===== src/rtl/powlib_ipseqgen_pkg.sv =====
// Shared powlib bus constants used by the IP sequence generator and its packer.
// Values mirror the powlib bus word layout: op field width and op codes.
package powlib_ipseqgen_pkg;
    localparam int POWLIB_BW  = 8;
    localparam int POWLIB_OPW = 4;
    localparam logic [POWLIB_OPW-1:0] POWLIB_OP_WRITE = 4'h0;
    localparam logic [POWLIB_OPW-1:0] POWLIB_OP_READ  = 4'h1;
endpackage


===== src/rtl/powlib_ipseqgen_packintr.sv =====
// Packs data, byte-enable and op into one powlib bus word.
// Layout, MSB first: {op, be, data}.
module powlib_ippackintr0
    import powlib_ipseqgen_pkg::*;
#(
    parameter int B_BPD = 4
) (
    input  logic [POWLIB_BW*B_BPD-1:0]                  data,
    input  logic [B_BPD-1:0]                            be,
    input  logic [POWLIB_OPW-1:0]                       op,
    output logic [POWLIB_OPW+B_BPD+POWLIB_BW*B_BPD-1:0] word
);
    assign word = {op, be, data};
endmodule


===== src/rtl/powlib_ipseqgen.sv =====
// Turns one (op, addr, len) command into a stream of single-beat powlib requests
// with incrementing addresses, counts read responses and pulses done at the end.
module powlib_ipseqgen
    import powlib_ipseqgen_pkg::*;
#(
    parameter          ID    = "IPSEQGEN",
    parameter int      EDBG  = 0,
    parameter int      B_BPD = 4,
    parameter int      B_AW  = POWLIB_BW*B_BPD,
    parameter int      LENW  = 8,
    localparam int     B_DW  = POWLIB_BW*B_BPD,
    localparam int     B_WW  = POWLIB_OPW+B_BPD+B_DW
) (
    input  logic                  clk,
    input  logic                  rst,
    input  logic [POWLIB_OPW-1:0] cmdop,
    input  logic [B_AW-1:0]       cmdaddr,
    input  logic [LENW-1:0]       cmdlen,
    input  logic [B_DW-1:0]       cmddata,
    input  logic                  cmdvld,
    output logic                  cmdrdy,
    output logic [B_AW-1:0]       wraddr,
    output logic [B_WW-1:0]       wrdata,
    output logic                  wrvld,
    input  logic                  wrrdy,
    input  logic [B_AW-1:0]       rdaddr,
    input  logic [B_WW-1:0]       rddata,
    input  logic                  rdvld,
    output logic                  rdrdy,
    output logic                  busy,
    output logic                  done,
    output logic                  stray
);
    localparam logic [1:0] S_IDLE  = 2'd0;
    localparam logic [1:0] S_ISSUE = 2'd1;
    localparam logic [1:0] S_WAIT  = 2'd2;
    localparam logic [1:0] S_DONE  = 2'd3;

    // Handshakes: a transfer happens on a cycle where valid and ready are both high;
    // wrvld/wraddr/wrdata never change while wrvld is high and wrrdy is low.
    logic [1:0]            state;
    logic [POWLIB_OPW-1:0] op_q;
    logic [B_DW-1:0]       data_q;
    logic [B_BPD-1:0]      be_q;
    logic [LENW-1:0]       len_q;
    logic [LENW:0]         beat_cnt;
    logic [LENW:0]         rsp_cnt;

    logic [LENW:0]         total;
    logic [LENW:0]         rsp_next;
    logic                  rsp_take;
    logic                  last_beat;
    logic                  is_write;
    logic [B_AW-1:0]       rd_field;
    logic [B_DW-1:0]       data_step;

    assign rdrdy = 1'b1;

    always_comb begin
        total     = {1'b0, len_q} + (LENW+1)'(1);
        rsp_take  = rdvld && (state == S_ISSUE || state == S_WAIT) && (rsp_cnt != total);
        rsp_next  = rsp_cnt + (LENW+1)'(rsp_take);
        last_beat = (beat_cnt == {1'b0, len_q});
        is_write  = (op_q == POWLIB_OP_WRITE);
        // Reads carry the return address in the low B_AW bits; writes carry a data count.
        rd_field  = data_q[B_AW-1:0] + B_AW'(B_BPD);
        data_step = is_write ? data_q + B_DW'(1) : B_DW'(rd_field);
    end

    always_ff @(posedge clk) begin
        if (rst) begin
            state    <= S_IDLE;
            op_q     <= '0;
            data_q   <= '0;
            be_q     <= '0;
            len_q    <= '0;
            beat_cnt <= '0;
            rsp_cnt  <= '0;
            wraddr   <= '0;
            wrvld    <= 1'b0;
            cmdrdy   <= 1'b1;
            busy     <= 1'b0;
            done     <= 1'b0;
            stray    <= 1'b0;
        end else begin
            rsp_cnt <= rsp_next;
            case (state)
                S_IDLE: begin
                    if (rdvld) stray <= 1'b1;
                    if (cmdvld) begin
                        op_q     <= cmdop;
                        wraddr   <= cmdaddr;
                        len_q    <= cmdlen;
                        be_q     <= '1;
                        data_q   <= (cmdop == POWLIB_OP_WRITE) ? cmddata : B_DW'(cmddata[B_AW-1:0]);
                        beat_cnt <= '0;
                        rsp_cnt  <= '0;
                        wrvld    <= 1'b1;
                        cmdrdy   <= 1'b0;
                        busy     <= 1'b1;
                        state    <= S_ISSUE;
                    end
                end
                S_ISSUE: begin
                    if (wrrdy) begin
                        if (last_beat) begin
                            wrvld <= 1'b0;
                            // A read whose responses all arrived early skips WAIT.
                            if (is_write || rsp_next == total) begin
                                done  <= 1'b1;
                                state <= S_DONE;
                            end else begin
                                state <= S_WAIT;
                            end
                        end else begin
                            beat_cnt <= beat_cnt + (LENW+1)'(1);
                            wraddr   <= wraddr + B_AW'(B_BPD);
                            data_q   <= data_step;
                        end
                    end
                end
                S_WAIT: begin
                    if (rsp_next == total) begin
                        done  <= 1'b1;
                        state <= S_DONE;
                    end
                end
                default: begin
                    done   <= 1'b0;
                    busy   <= 1'b0;
                    cmdrdy <= 1'b1;
                    state  <= S_IDLE;
                end
            endcase
        end
    end

    powlib_ippackintr0 #(.B_BPD(B_BPD)) u_pack (
        .data (data_q),
        .be   (be_q),
        .op   (op_q),
        .word (wrdata)
    );

    // Response payloads are not needed; only their arrival is counted.
    logic unused_rsp;
    assign unused_rsp = ^{rdaddr, rddata};

    if (EDBG != 0 && $bits(ID) > 0) begin : g_dbg
        logic [1:0] unused_dbg_state;
        assign unused_dbg_state = state;
    end
endmodule


===== config.mk =====
export PLATFORM = sky130hd
export DESIGN_NAME = powlib_ipseqgen
export DESIGN_NICKNAME = d
export VERILOG_FILES = /design/src/rtl/powlib_ipseqgen_pkg.sv /design/src/rtl/powlib_ipseqgen_packintr.sv /design/src/rtl/powlib_ipseqgen.sv
export SDC_FILE = /design/constraint.sdc
export NUM_CORES = 1
export LEC_CHECK = 0
export BUFFER_PORTS_ARGS = -buffer_cell sky130_fd_sc_hd__buf_4
export CAP_MARGIN = 20
export CORE_ASPECT_RATIO = 2
export CORE_MARGIN = 4
export CORE_UTILIZATION = 45
export DETAILED_ROUTE_END_ITERATION = 16
export PLACE_DENSITY = 0.77
export SETUP_SLACK_MARGIN = 0.4
export SKIP_LAST_GASP = 1
export SYNTH_ARGS = -nofsm -noshare
export SYNTH_HDL_FRONTEND = slang
export SYNTH_SLANG_ARGS = --single-unit

===== constraint.sdc =====
create_clock -name clk -period 3.4 [get_ports clk]
set_clock_uncertainty 0.1 [all_clocks]
set_input_delay 0.68 -clock clk [delete_from_list [all_inputs] [get_ports clk]]
set_output_delay 0.68 -clock clk [all_outputs]
set_load 0.02 [all_outputs]

=== Yosys cells after proc, flatten, opt, wreduce, memory -nomap -nowiden ===
Cells that the tools add are included.

* Shifts and indexed selects: 0
* $lt $le $gt $ge: 0
* Multiply operators: 0
* Reductions and logical operators: 15
* Bitwise logic cells: 2
* Mux-type cells: 33
* Eq/ne operators: 11
* Div/mod/pow operators: 0
* $add $sub $neg: 6

{| class="wikitable"
|+ Operator list
! kind !! number
|-
| two-way mux 32 bit || 7
|-
| case mux 32 bit (2 select lines) || 2
|-
| adder 32 x 3 -> 32 bit, second input constant || 2
|-
| two-way mux 9 bit || 5
|-
| adder 32 x 1 -> 32 bit, second input constant || 1
|-
| case mux 9 bit (2 select lines) || 1
|-
| AND reduction 4 bit || 3
|-
| adder 8 x 1 -> 9 bit, second input constant || 1
|-
| adder 9 x 1 -> 9 bit || 1
|-
| adder 9 x 1 -> 9 bit, second input constant || 1
|-
| equality test 9 x 8 -> 1 bit || 1
|-
| equality test 9 bit || 1
|-
| two-way mux 1 bit || 9
|-
| inequality test 9 bit || 1
|-
| two-way mux 2 bit || 4
|-
| inequality test 2 bit, second input constant || 4
|-
| case mux 1 bit (2 select lines) || 3
|-
| case mux 2 bit (3 select lines) || 1
|-
| AND reduction 2 bit || 3
|-
| AND reduction 5 bit || 1
|-
| logical NOT 4 bit || 1
|-
| inequality test 2 x 1 -> 1 bit, second input constant || 2
|-
| case mux 1 bit (3 select lines) || 1
|-
| equality test 2 x 1 -> 1 bit, second input constant || 1
|-
| other kinds (7) || 10
|}

* Flip-flop bits (word level): 102
* Memory bits (writable): 0
* Memories: 0
* Latch bits: 0
* Word-level logic and storage cells: 80
* Input bits: 153
* ROM bits: 0
* Output and inout port bits: 78

=== Longest topological paths before layout ===
Gate-level depths: netlist of run 1.

* Depth after elaboration: 11
* Gate-level depth with buffers: 15

=== By module ===
Synthesis of run 1 repeated with hierarchy kept, for this count alone.

* Cell total of the unflattened synthesis: 880
* Area total of the unflattened synthesis: 6,538.8 µm²

{| class="wikitable"
|+ Modules (own cells, without submodules)
! module !! times used !! area each (µm²) !! seq. area each (µm²) !! cells an instance
|-
| powlib_ipseqgen || 1 || 6,238.5 || 2,042.0 || 840
|-
| powlib_ippackintr0 || 1 || 300.3 || 0.0 || 40
|}

=== Worst setup path before layout of run 1 ===
OpenSTA, ideal clock, no wires.

* Path type: register to register
* From: register len_q[1]
* To: register done
* Required time: 3.228 ns
* Period minus slack after synthesis: 3.283 ns
* Slack: 0.117 ns
* Path buffers: 0
* Arrival time: 3.111 ns
* Cell stages (with the launch flop): 16
* Cells stage by stage: dfxtp_1 ha_1 nand3_1 xnor2_1 nor3_1 nand3_1 o311a_1 ha_1 ha_1 xnor2_1 xnor2_1 nand3_1 nor3_1 nand4_1 a211oi_1 mux2i_1

* Word-level cells in the longest chain between the ends: 8
* Elaborated cells on any way between the ends: 11
* Those cells by class: add/sub (2); eq/ne (6); reduce/logical (3)

{| class="wikitable"
|+ Ends and longest elaborated chain
! item !! RTL line !! source
|-
| start, declared || powlib_ipseqgen.sv:45 || <nowiki>logic [LENW-1:0] len_q;</nowiki>
|-
| start signal, assigned || powlib_ipseqgen.sv:93 || <nowiki>len_q <= cmdlen;</nowiki>
|-
| adder 8 x 1 -> 9 bit || powlib_ipseqgen.sv:60 || <nowiki>total = {1'b0, len_q} + (LENW+1)'(1);</nowiki>
|-
| inequality test 9 bit || powlib_ipseqgen.sv:61 || <nowiki>rsp_take = rdvld && (state == S_ISSUE || state == S_WAIT) && (rsp_cnt != total);</nowiki>
|-
| logical AND 1 bit || powlib_ipseqgen.sv:61 ||
|-
| adder 9 x 1 -> 9 bit || powlib_ipseqgen.sv:62 || <nowiki>rsp_next = rsp_cnt + (LENW+1)'(rsp_take);</nowiki>
|-
| equality test 9 bit || powlib_ipseqgen.sv:109, powlib_ipseqgen.sv:123 ||
|-
| logical OR 1 bit || powlib_ipseqgen.sv:109 || <nowiki>if (is_write || rsp_next == total) begin</nowiki>
|-
| inequality test 2 x 1 -> 1 bit (no line) || n/a ||
|-
| AND reduction 5 bit (no line) (*) || n/a ||
|-
| end signal, assigned || powlib_ipseqgen.sv:110 || <nowiki>done <= 1'b1;</nowiki>
|-
| end signal, assigned || powlib_ipseqgen.sv:124 || <nowiki>done <= 1'b1;</nowiki>
|-
| end signal, assigned || powlib_ipseqgen.sv:129 || <nowiki>done <= 1'b0;</nowiki>
|-
| end, declared || powlib_ipseqgen.sv:31 || <nowiki>output logic done,</nowiki>
|}

Every way passes the cells marked *; elsewhere a longest branch is shown, timed or not.
A chain may end at the register's enable or synchronous reset.

=== Final worst setup path of run 1 ===
Same ends and word-level chain as after synthesis.

==> qor_table.md, run 1 <==
| Stage | Metric | This run |
|---|---|---|
| power and ir drop | P_leak | 3.367 nW |
| power and ir drop | Worst vdd ir | 0.4508 mV |
| job | # Max-Cap Violations | 0 |
| clocking | Number of levels the H-tree was split into | 3 |
| clocking | Worst-case clock buffer depth | 2 |
| floorplan | Core box area | 0.01351 sq mm |
| place | Count of buffers from port buffering | 157 |
| logic synthesis | Gate count of the mapped netlist | 829 |
| detailed routing | Drt first-iter violations | 336 |
| run status | Outcome | completed |
| worst setup path | Critical path buffer and inverter count | 1 |
| worst setup path | Highest fanout seen on the critical path | 5 |
| sta | Count of endpoints failing setup in the final report | 0 |
| logic synthesis | Number of distinct standard cells referenced by the synthesized netlist | 70 |
| detailed routing | Overall via count from detail_route | 6,797 |
| detailed routing | Wirelength, routed | 20,470 um |
| sta | Fin worst setup slack | 0.1185 ns |
| final layout | Area delta synth->final | 33.88% |
| logic synthesis | Synth Cell Area | 0.006252 sq mm |
| logic synthesis | Flip-flop and latch count after synthesis | 102 |
| grt | Busiest metal layer after global routing | met2 |
| power and ir drop | Overall power consumption | 6.773 mW |
| logic synthesis | Leading post-synthesis cells by cell area | dfxtp_1 (33%), a21oi_1 (7.0%), nand2_1 (6.1%) |
| logic synthesis | Leading cell types by count after synthesis | dfxtp_1 (102), nand2_1 (101), a21oi_1 (88), o21ai_0 (74), nor2_1 (58) |
| logic synthesis | Sequential share of the synthesized area | 32.66% |
| sta | Max transition margin | 45.85% |
| logic synthesis | Fraction of registers with async set or reset after synthesis | 0% |
| worst setup path | Data arrival time at the worst-slack endpoint | 3.46 ns |
| sta | Measured slew at the worst slew-check pin | 0.8020 ns |
| clocking | # hold bufs at CTS | 0 |
| clocking | CTS Buf Count | 9 |
| sta | Unrepaired setup endpoints after global routing | true |
| grt | Gr ovfl total | 0 |
| floorplan | Initial Util | 46.27% |
| logic synthesis | Number of warnings issued by yosys | 0 |
| logic synthesis | Synth Flop Type | dfxtp_1 |
| worst setup path | CP endpoint kind | flip-flop |
| grt | Via count of the first global-routing pass | 6,753 |
| logic synthesis | Syn_nets | 993 |
| detailed routing | # DRC | 0 |
| clocking | Reg clk slew, reported paths | 0.07 ns |
| place | Final HPWL DP | 14,300 um |
| logic synthesis | Count leader, synth | dfxtp_1 |
| worst setup path | CP delay by family, top | compound AO/OA/AOI/OAI gates |
| sta | Minimum clock period | 3.282 ns |
| grt | Wire length of the first global-routing pass | 32,640 um |
| detailed routing | First-pass iteration count of the detailed router | 7 |
| worst setup path | Required arrival time at the worst endpoint | 3.58 ns |
| sta | Achievable clock frequency | 304.7 MHz |
| detailed routing | Routed length per placed instance | 17.81 um |
| floorplan | Standard-cell rows | 60 |
| final layout | Fraction of layout instances using a drive strength above 1 | 27.97% |
| clocking | Clock Sink Count | 102 |
| grt | Met1 usage | 26.07% |
| sta | Number of hold violations in the final report | 0 |
| grt | Largest net degree at the start of global routing | 62 |
| detailed routing | Antenna viol nets, final | 0 |
| logic synthesis | Biggest area consumer among synthesized cells | dfxtp_1 |
| grt | Met3 usage in global routing | 5.256% |
| logic synthesis | Share of the synthesized area in the top cell type | 32.66% |
| detailed routing | Vias per std cell | 5.916 |
| worst setup path | Startpoint class of the critical path | flip-flop |
| grt | Global-route usage over all layers | 25.13% |
| sta | Share of the cycle needed by the critical path after routing | 96.51% |
| grt | Met2 Resource Use GR | 46.75% |
| floorplan | Count of boundary I/O pins | 231 |
| logic synthesis | Number of synthesized flops with an enable pin | 0 |
| worst setup path | Worst path max stage delay | 0.35 ns |
| final layout | Layout Nets | 1,153 |
| sta | Total count of max-transition violations in the final report | 0 |
| grt | Antenna violations before repair | 0 |
| logic synthesis | Average footprint of a synthesized cell | 7.542 sq um |
| clocking | Clock latency on the worst-skew pair | 0.35 ns |
| place | RePlAce Congestion | 0.8900 |
| power and ir drop | Power per cell area | 809.1 mW/mm^2 |
| clocking | Clock root cell | clkbuf_16 |
| min path | Hold/Removal Path Class | flip-flop to flip-flop |
| floorplan | Vertical die dimension | 174.7 um |
| worst setup path | Worst-path cell with the longest stage delay | dfxtp_4 |
| place | Pre-CTS setup slack | -0.07746 ns |
| floorplan | Die Span X | 91.35 um |
| final layout | # diodes | 0 |
| worst setup path | Kind of critical path | flip-flop to flip-flop |
| clocking | CTS tree | built |
| worst setup path | Cells along the critical path | ha_4, buf_6, xnor2_4, xnor2_1, nor2_1, nand3_1, o311a_1, ha_2, ha_4, xnor2_4, xnor2_1, nand3_1, nor3_2, nand4_1, a211oi_2, mux2i_1 |
| floorplan | Die area | 0.01596 sq mm |
-- layout by cell type (no fill, tap or decap), types with 5 or more instances in the layout --
cell,count
nand4_1,13
buf_4,206
and3_1,19
xnor2_1,16
inv_1,15
and2_1,7
nor3_2,5
dfxtp_1,96
o21ai_0,73
nand2_1,101
a211oi_1,22
nor3_1,21
ha_1,7
nor2_1,57
o31ai_1,5
nand2b_1,12
a22oi_1,6
a31oi_1,7
xor2_1,19
clkbuf_16,9
nor2b_1,22
o211ai_1,5
a21o_1,6
mux2i_1,5
nand3_2,5
a21oi_1,87
nand3_1,39
-- power breakdown --
part           switching [mW]  internal [mW]
logic                    2.14           1.39
clock network           0.497          0.730
registers               0.459           1.56
total                    3.10           3.68
-- tightest hold or removal path, cell delays in order, from the launching register on --
cell	delay, ns
dfxtp_1	0.31
inv_1	0.05
a21oi_1	0.05
-- final timing paths --
check | startpoint | end | cells past startpoint | slack, ns
worst max register to register | len_q[1]$_SDFFE_PP0P_ | done$_SDFFE_PP0P_ | 16 | 0.12
worst min-delay path | busy$_SDFFE_PP0P_ | busy$_SDFFE_PP0P_ | 2 | 0.35
worst max-delay path | len_q[1]$_SDFFE_PP0P_ | done$_SDFFE_PP0P_ | 16 | 0.12
worst min register to register | busy$_SDFFE_PP0P_ | busy$_SDFFE_PP0P_ | 2 | 0.35
-- final cells by class --
type	instances	area [sq um]
fill	1186	5142
multi-input combinational	652	4121
sequential	102	2059
timing repair buffer	208	1585
clock buffer	9	225.2
tap	155	193.9
inverter	16	60.06
clock inverter	7	125.1
-- metrics by stage --
step	instances	util (%)	cell area, sq um	hold WS, ns	TNS [ns]
after global placement	1116	57.06	7710	0.3427	-0.06656
after global routing	1149	61.94	8371	0.3933	-0.04228
after floorplan	829	-	6329	0.3817	0
after detailed placement	1116	57.06	7710	0.3425	-0.1001
after CTS	1147	61.40	8297	0.3538	0
final	1149	61.94	8371	0.3509	0
-- layer usage --
layer	up-vias	part of all wire [%]
met4	0	4.2
met1	3232	36
li1	3299	-
met3	50	5.7
met2	216	54
met5	-	0
-- flip-flops by register name, indices dropped and copies added (netlist names) --
| register | count |
|---|---|
| be_q | 1 |
| busy | 1 |
| stray | 1 |
| len_q | 8 |
| cmdrdy | 1 |
| state | 2 |
| done | 1 |
| data_q | 32 |
| op_q | 4 |
| wrvld | 1 |
| wraddr | 32 |
| rsp_cnt | 9 |
| beat_cnt | 9 |
-- what timing repair did --
| item | CTS | global route |
|---|---|---|
| buffers inserted | 15 | 1 |
| endpoints found under the setup margin | 3 | 4 |
| pin swaps | 16 | 1 |
| gates resized for setup | 28 | 5 |
| cloned | 0 | 0 |
-- cell families after synthesis --
logic type,synth area share [%]
XOR/XNOR,6.124
other,0.05998
adder cells (fa/ha/maj),2.201
AND/OR/NAND/NOR,28.20
multiplexers,0.8005
flip-flops,32.66
AO/OA/AOI/OAI,24.80
buffers and inverters,5.163
Note: power is estimated with default switching activity, not from simulation.
==> inputs of run 2 (changes only) <==
--- a/config.mk
+++ b/config.mk
@@ -5,13 +5,14 @@
 export SDC_FILE = /design/constraint.sdc
 export NUM_CORES = 1
 export LEC_CHECK = 0
+export ABC_AREA = 1
 export BUFFER_PORTS_ARGS = -buffer_cell sky130_fd_sc_hd__buf_4
 export CAP_MARGIN = 20
-export CORE_ASPECT_RATIO = 2
+export CORE_ASPECT_RATIO = 0.6
 export CORE_MARGIN = 4
-export CORE_UTILIZATION = 45
+export CORE_UTILIZATION = 47
 export DETAILED_ROUTE_END_ITERATION = 16
-export PLACE_DENSITY = 0.77
+export PLACE_DENSITY = 0.78
 export SETUP_SLACK_MARGIN = 0.4
 export SKIP_LAST_GASP = 1
 export SYNTH_ARGS = -nofsm -noshare
==> run 2 against run 1 <==
Compared with the run above: wire length grew 9.6%; power grew 6.3%; non-clock buffer count shrank 31; critical path type unchanged; largest cell class unchanged; largest power group unchanged; highest routed layer unchanged.
==> qor_table.md, run 2 <==
| Stage | Metric | This run |
|---|---|---|
| clocking | Number of levels the H-tree was split into | 3 |
| min path | Worst-case hold path end point | busy$_SDFFE_PP0P_ |
| sta | Max transition margin | 47.00% |
| floorplan | Standard-cell rows | 34 |
| place | Area of placed instances | 0.008319 sq mm |
| worst setup path | Startpoint class of the critical path | flip-flop |
| logic synthesis | Synth Flop Type | dfxtp_1 |
| final layout | Final design area excluding fillers | 0.008870 sq mm |
| logic synthesis | Syn_nets | 1,289 |
| logic synthesis | Fraction of registers with async set or reset after synthesis | 0% |
| logic synthesis | Leading cell types by count after synthesis | nand2_1 (304), nor2_1 (153), dfxtp_1 (102), inv_1 (102), a21oi_1 (94) |
| grt | Wire length of the first global-routing pass | 34,520 um |
| detailed routing | # DRC | 0 |
| min path | Startpoint of the most critical hold path | busy$_SDFFE_PP0P_ |
| clocking | # hold bufs at CTS | 0 |
| final layout | Regs by FF count | data_q: 32 flops, wraddr: 32 flops |
| grt | Met1 usage | 38.05% |
| min path | Hold/Removal Path Class | flip-flop to flip-flop |
| worst setup path | Cell depth of the worst flop-to-flop path | 24 |
| clocking | Clock Sink Count | 102 |
| worst setup path | Data arrival time at the worst-slack endpoint | 3.46 ns |
| detailed routing | Antenna viol nets, final | 0 |
| logic synthesis | Synth Cell Area | 0.006979 sq mm |
| worst setup path | Kind of critical path | flip-flop to flip-flop |
| grt | Global-route usage over all layers | 25.10% |
| min path | Worst hold path stage count | 2 |
| worst setup path | CP endpoint kind | flip-flop |
| place | RePlAce Congestion | 0.9766 |
| logic synthesis | Sequential share of the synthesized area | 29.26% |
| place | Pre-CTS setup slack | -0.08361 ns |
| power and ir drop | Overall power consumption | 7.202 mW |
| detailed routing | Overall via count from detail_route | 7,932 |
| worst setup path | Reg2Reg Launch Point | len_q[1]$_SDFFE_PP0P_ |
| grt | Busiest metal layer after global routing | met1 |
| grt | Gr ovfl total | 0 |
| logic synthesis | Number of warnings issued by yosys | 0 |
| clocking | CTS Buf Count | 9 |
| final layout | Area delta synth->final | 27.09% |
| logic synthesis | Average footprint of a synthesized cell | 6.204 sq um |
| floorplan | Initial Util | 48.11% |
| grt | Met2 Resource Use GR | 36.69% |
| final layout | # diodes | 0 |
| floorplan | Count of boundary I/O pins | 231 |
| detailed routing | Drt first-iter violations | 879 |
| sta | Fin worst setup slack | 0.04481 ns |
| floorplan | Vertical die dimension | 102.4 um |
| final layout | Most common cell after layout, fill and taps aside | nand2_1 |
| sta | Unrepaired setup endpoints after global routing | true |
| logic synthesis | Biggest area consumer among synthesized cells | dfxtp_1 |
| sta | Achievable clock frequency | 298.0 MHz |
| floorplan | Core box area | 0.01451 sq mm |
| floorplan | Die area | 0.01693 sq mm |
| final layout | Layout Nets | 1,433 |
| detailed routing | Wirelength, routed | 22,420 um |
| place | Placed insts | 1,451 |
| place | Count of buffers from port buffering | 157 |
| detailed routing | First-pass iteration count of the detailed router | 5 |
| clocking | Clock root cell | clkbuf_16 |
| worst setup path | Reg-to-reg slack, setup | 0.04 ns |
| logic synthesis | Count leader, synth | nand2_1 |
| sta | Count of endpoints failing setup in the final report | 0 |
| worst setup path | Endpoint of the worst register-to-register path | state[1]$_SDFFE_PP0P_ |
| logic synthesis | Number of synthesized flops with an enable pin | 0 |
| worst setup path | Highest fanout seen on the critical path | 5 |
| final layout | Fraction of layout instances using a drive strength above 1 | 23.58% |
| grt | Met3 usage in global routing | 5.844% |
| floorplan | Die Span X | 165.3 um |
| final layout | Top library cells by usage in the layout, fill and taps aside | nand2_1 (275), buf_4 (173), nor2_1 (148) |
| grt | Largest net degree at the start of global routing | 81 |
| clocking | Reg clk slew, reported paths | 0.07 ns |
| sta | Measured slew at the worst slew-check pin | 0.7950 ns |
| clocking | CTS tree | built |
| sta | Total Neg Setup Slack | 0 ns |
| grt | Via count of the first global-routing pass | 6,951 |
| logic synthesis | Leading post-synthesis cells by cell area | dfxtp_1 (29%), nand2_1 (16%), nor2_1 (8.2%) |
| detailed routing | Vias per std cell | 5.396 |
| place | Final HPWL DP | 16,180 um |
| job | # Max-Cap Violations | 0 |
| power and ir drop | P_leak | 3.849 nW |
| clocking | Worst-case clock buffer depth | 2 |
| sta | Minimum clock period | 3.355 ns |
| logic synthesis | Flip-flop and latch count after synthesis | 102 |
| logic synthesis | Number of distinct standard cells referenced by the synthesized netlist | 50 |
| clocking | Clock latency on the worst-skew pair | 0.35 ns |
| final layout | Layout Cells excl Fill | 1,470 |
| worst setup path | Required arrival time at the worst endpoint | 3.51 ns |
| sta | Number of hold violations in the final report | 0 |
| run status | Outcome | completed |
| power and ir drop | Power per cell area | 812.0 mW/mm^2 |
| power and ir drop | Worst vdd ir | 0.4178 mV |
| detailed routing | Routed length per placed instance | 15.25 um |
| sta | Share of the cycle needed by the critical path after routing | 98.68% |
| sta | Total count of max-transition violations in the final report | 0 |
| logic synthesis | Gate count of the mapped netlist | 1,125 |
| logic synthesis | Share of the synthesized area in the top cell type | 29.26% |
| grt | Antenna violations before repair | 0 |
run 2: timing repair:
item                                    in CTS  in global routing
gates resized for setup                     21                 57
gates cloned                                 0                  0
buffers inserted                             2                  3
pin swaps                                   18                 30
endpoints found under the setup margin       3                 41
run 2: how the worst max path moves through the flow:
| stage | startpoint | to | slack, ns | cells after the start |
|---|---|---|---|---|
| floorplan | len_q[0]$_SDFFE_PP0P_ | done$_SDFFE_PP0P_ | 0.41 | 22 |
| global placement | len_q[0]$_SDFFE_PP0P_ | done$_SDFFE_PP0P_ | 0.002 | 22 |
| detailed placement | len_q[0]$_SDFFE_PP0P_ | done$_SDFFE_PP0P_ | -0.08 | 22 |
| CTS | len_q[1]$_SDFFE_PP0P_ | state[0]$_SDFFE_PP0P_ | 0.12 | 23 |
| global route | len_q[1]$_SDFFE_PP0P_ | done$_SDFFE_PP0P_ | -0.16 | 22 |
| finish | len_q[1]$_SDFFE_PP0P_ | state[1]$_SDFFE_PP0P_ | 0.04 | 24 |
run 2: logic make-up after synthesis:
logic type                 count (synthesis)  synth area share [%]
and+or+nand+nor                          607                 37.77
DFF                                      102                 29.26
xor gates and xnor gates                  39                 4.894
AOI/OAI and AO/OA                        212                 16.83
buffers and inverters                    153                 9.215
adders and majority gates                 11                 1.972
other                                      1               0.05373
run 2: where the power goes:
group	leakage [nW]	total (mW)	switching, mW	internal [mW]
combinational	2.88	4.02	2.53	1.48
clock	0.124	0.953	0.464	0.488
sequential	0.840	2.23	0.619	1.61
total	3.85	7.20	3.62	3.58
run 2: through the flow:
step	utilization (%)	hold slack (ns)
2_1_floorplan	-	0.3681
3_3_place_gp	57.35	0.3504
3_5_place_dp	57.35	0.3780
4_1_cts	59.78	0.3925
5_1_grt	61.14	0.4120
6_report	61.14	0.3867
run 2: area by class of cell:
class | count | area, sq um
clock buffers | 10 | 229.0
clock inverters | 4 | 26.28
fillers | 1349 | 5637
inverters | 109 | 414.1
multi-input cells | 870 | 4549
flip-flops and latches | 102 | 2051
well taps | 198 | 247.7
repair buffers | 177 | 1353
run 2: critical path, stage by stage (launching register included):
cell and delay [ns]:
dfxtp_2 0.37, buf_6 0.12, nand2_4 0.05, nor2_4 0.20, nand2_2 0.10, nand2_2 0.08, nand2_4 0.08, o22ai_2 0.19
a211oi_2 0.05, a31oi_1 0.27, ha_2 0.28, ha_4 0.18, nand2_4 0.08, inv_4 0.08, nor2_1 0.04, nand2_1 0.09
nand2_2 0.07, nor2_4 0.11, nand2_2 0.06, nor2_2 0.09, nand4_2 0.14, nand2_1 0.10, nand3_2 0.11, nand2_1 0.12
a21oi_2 0.06
run 2: routing by layer:
| metal | vias to the layer above | share of wire (%) |
|---|---|---|
| li1 | 3953 | - |
| met1 | 3563 | 46 |
| met2 | 386 | 41 |
| met3 | 30 | 12 |
| met4 | 0 | 1.2 |
| met5 | - | 0 |
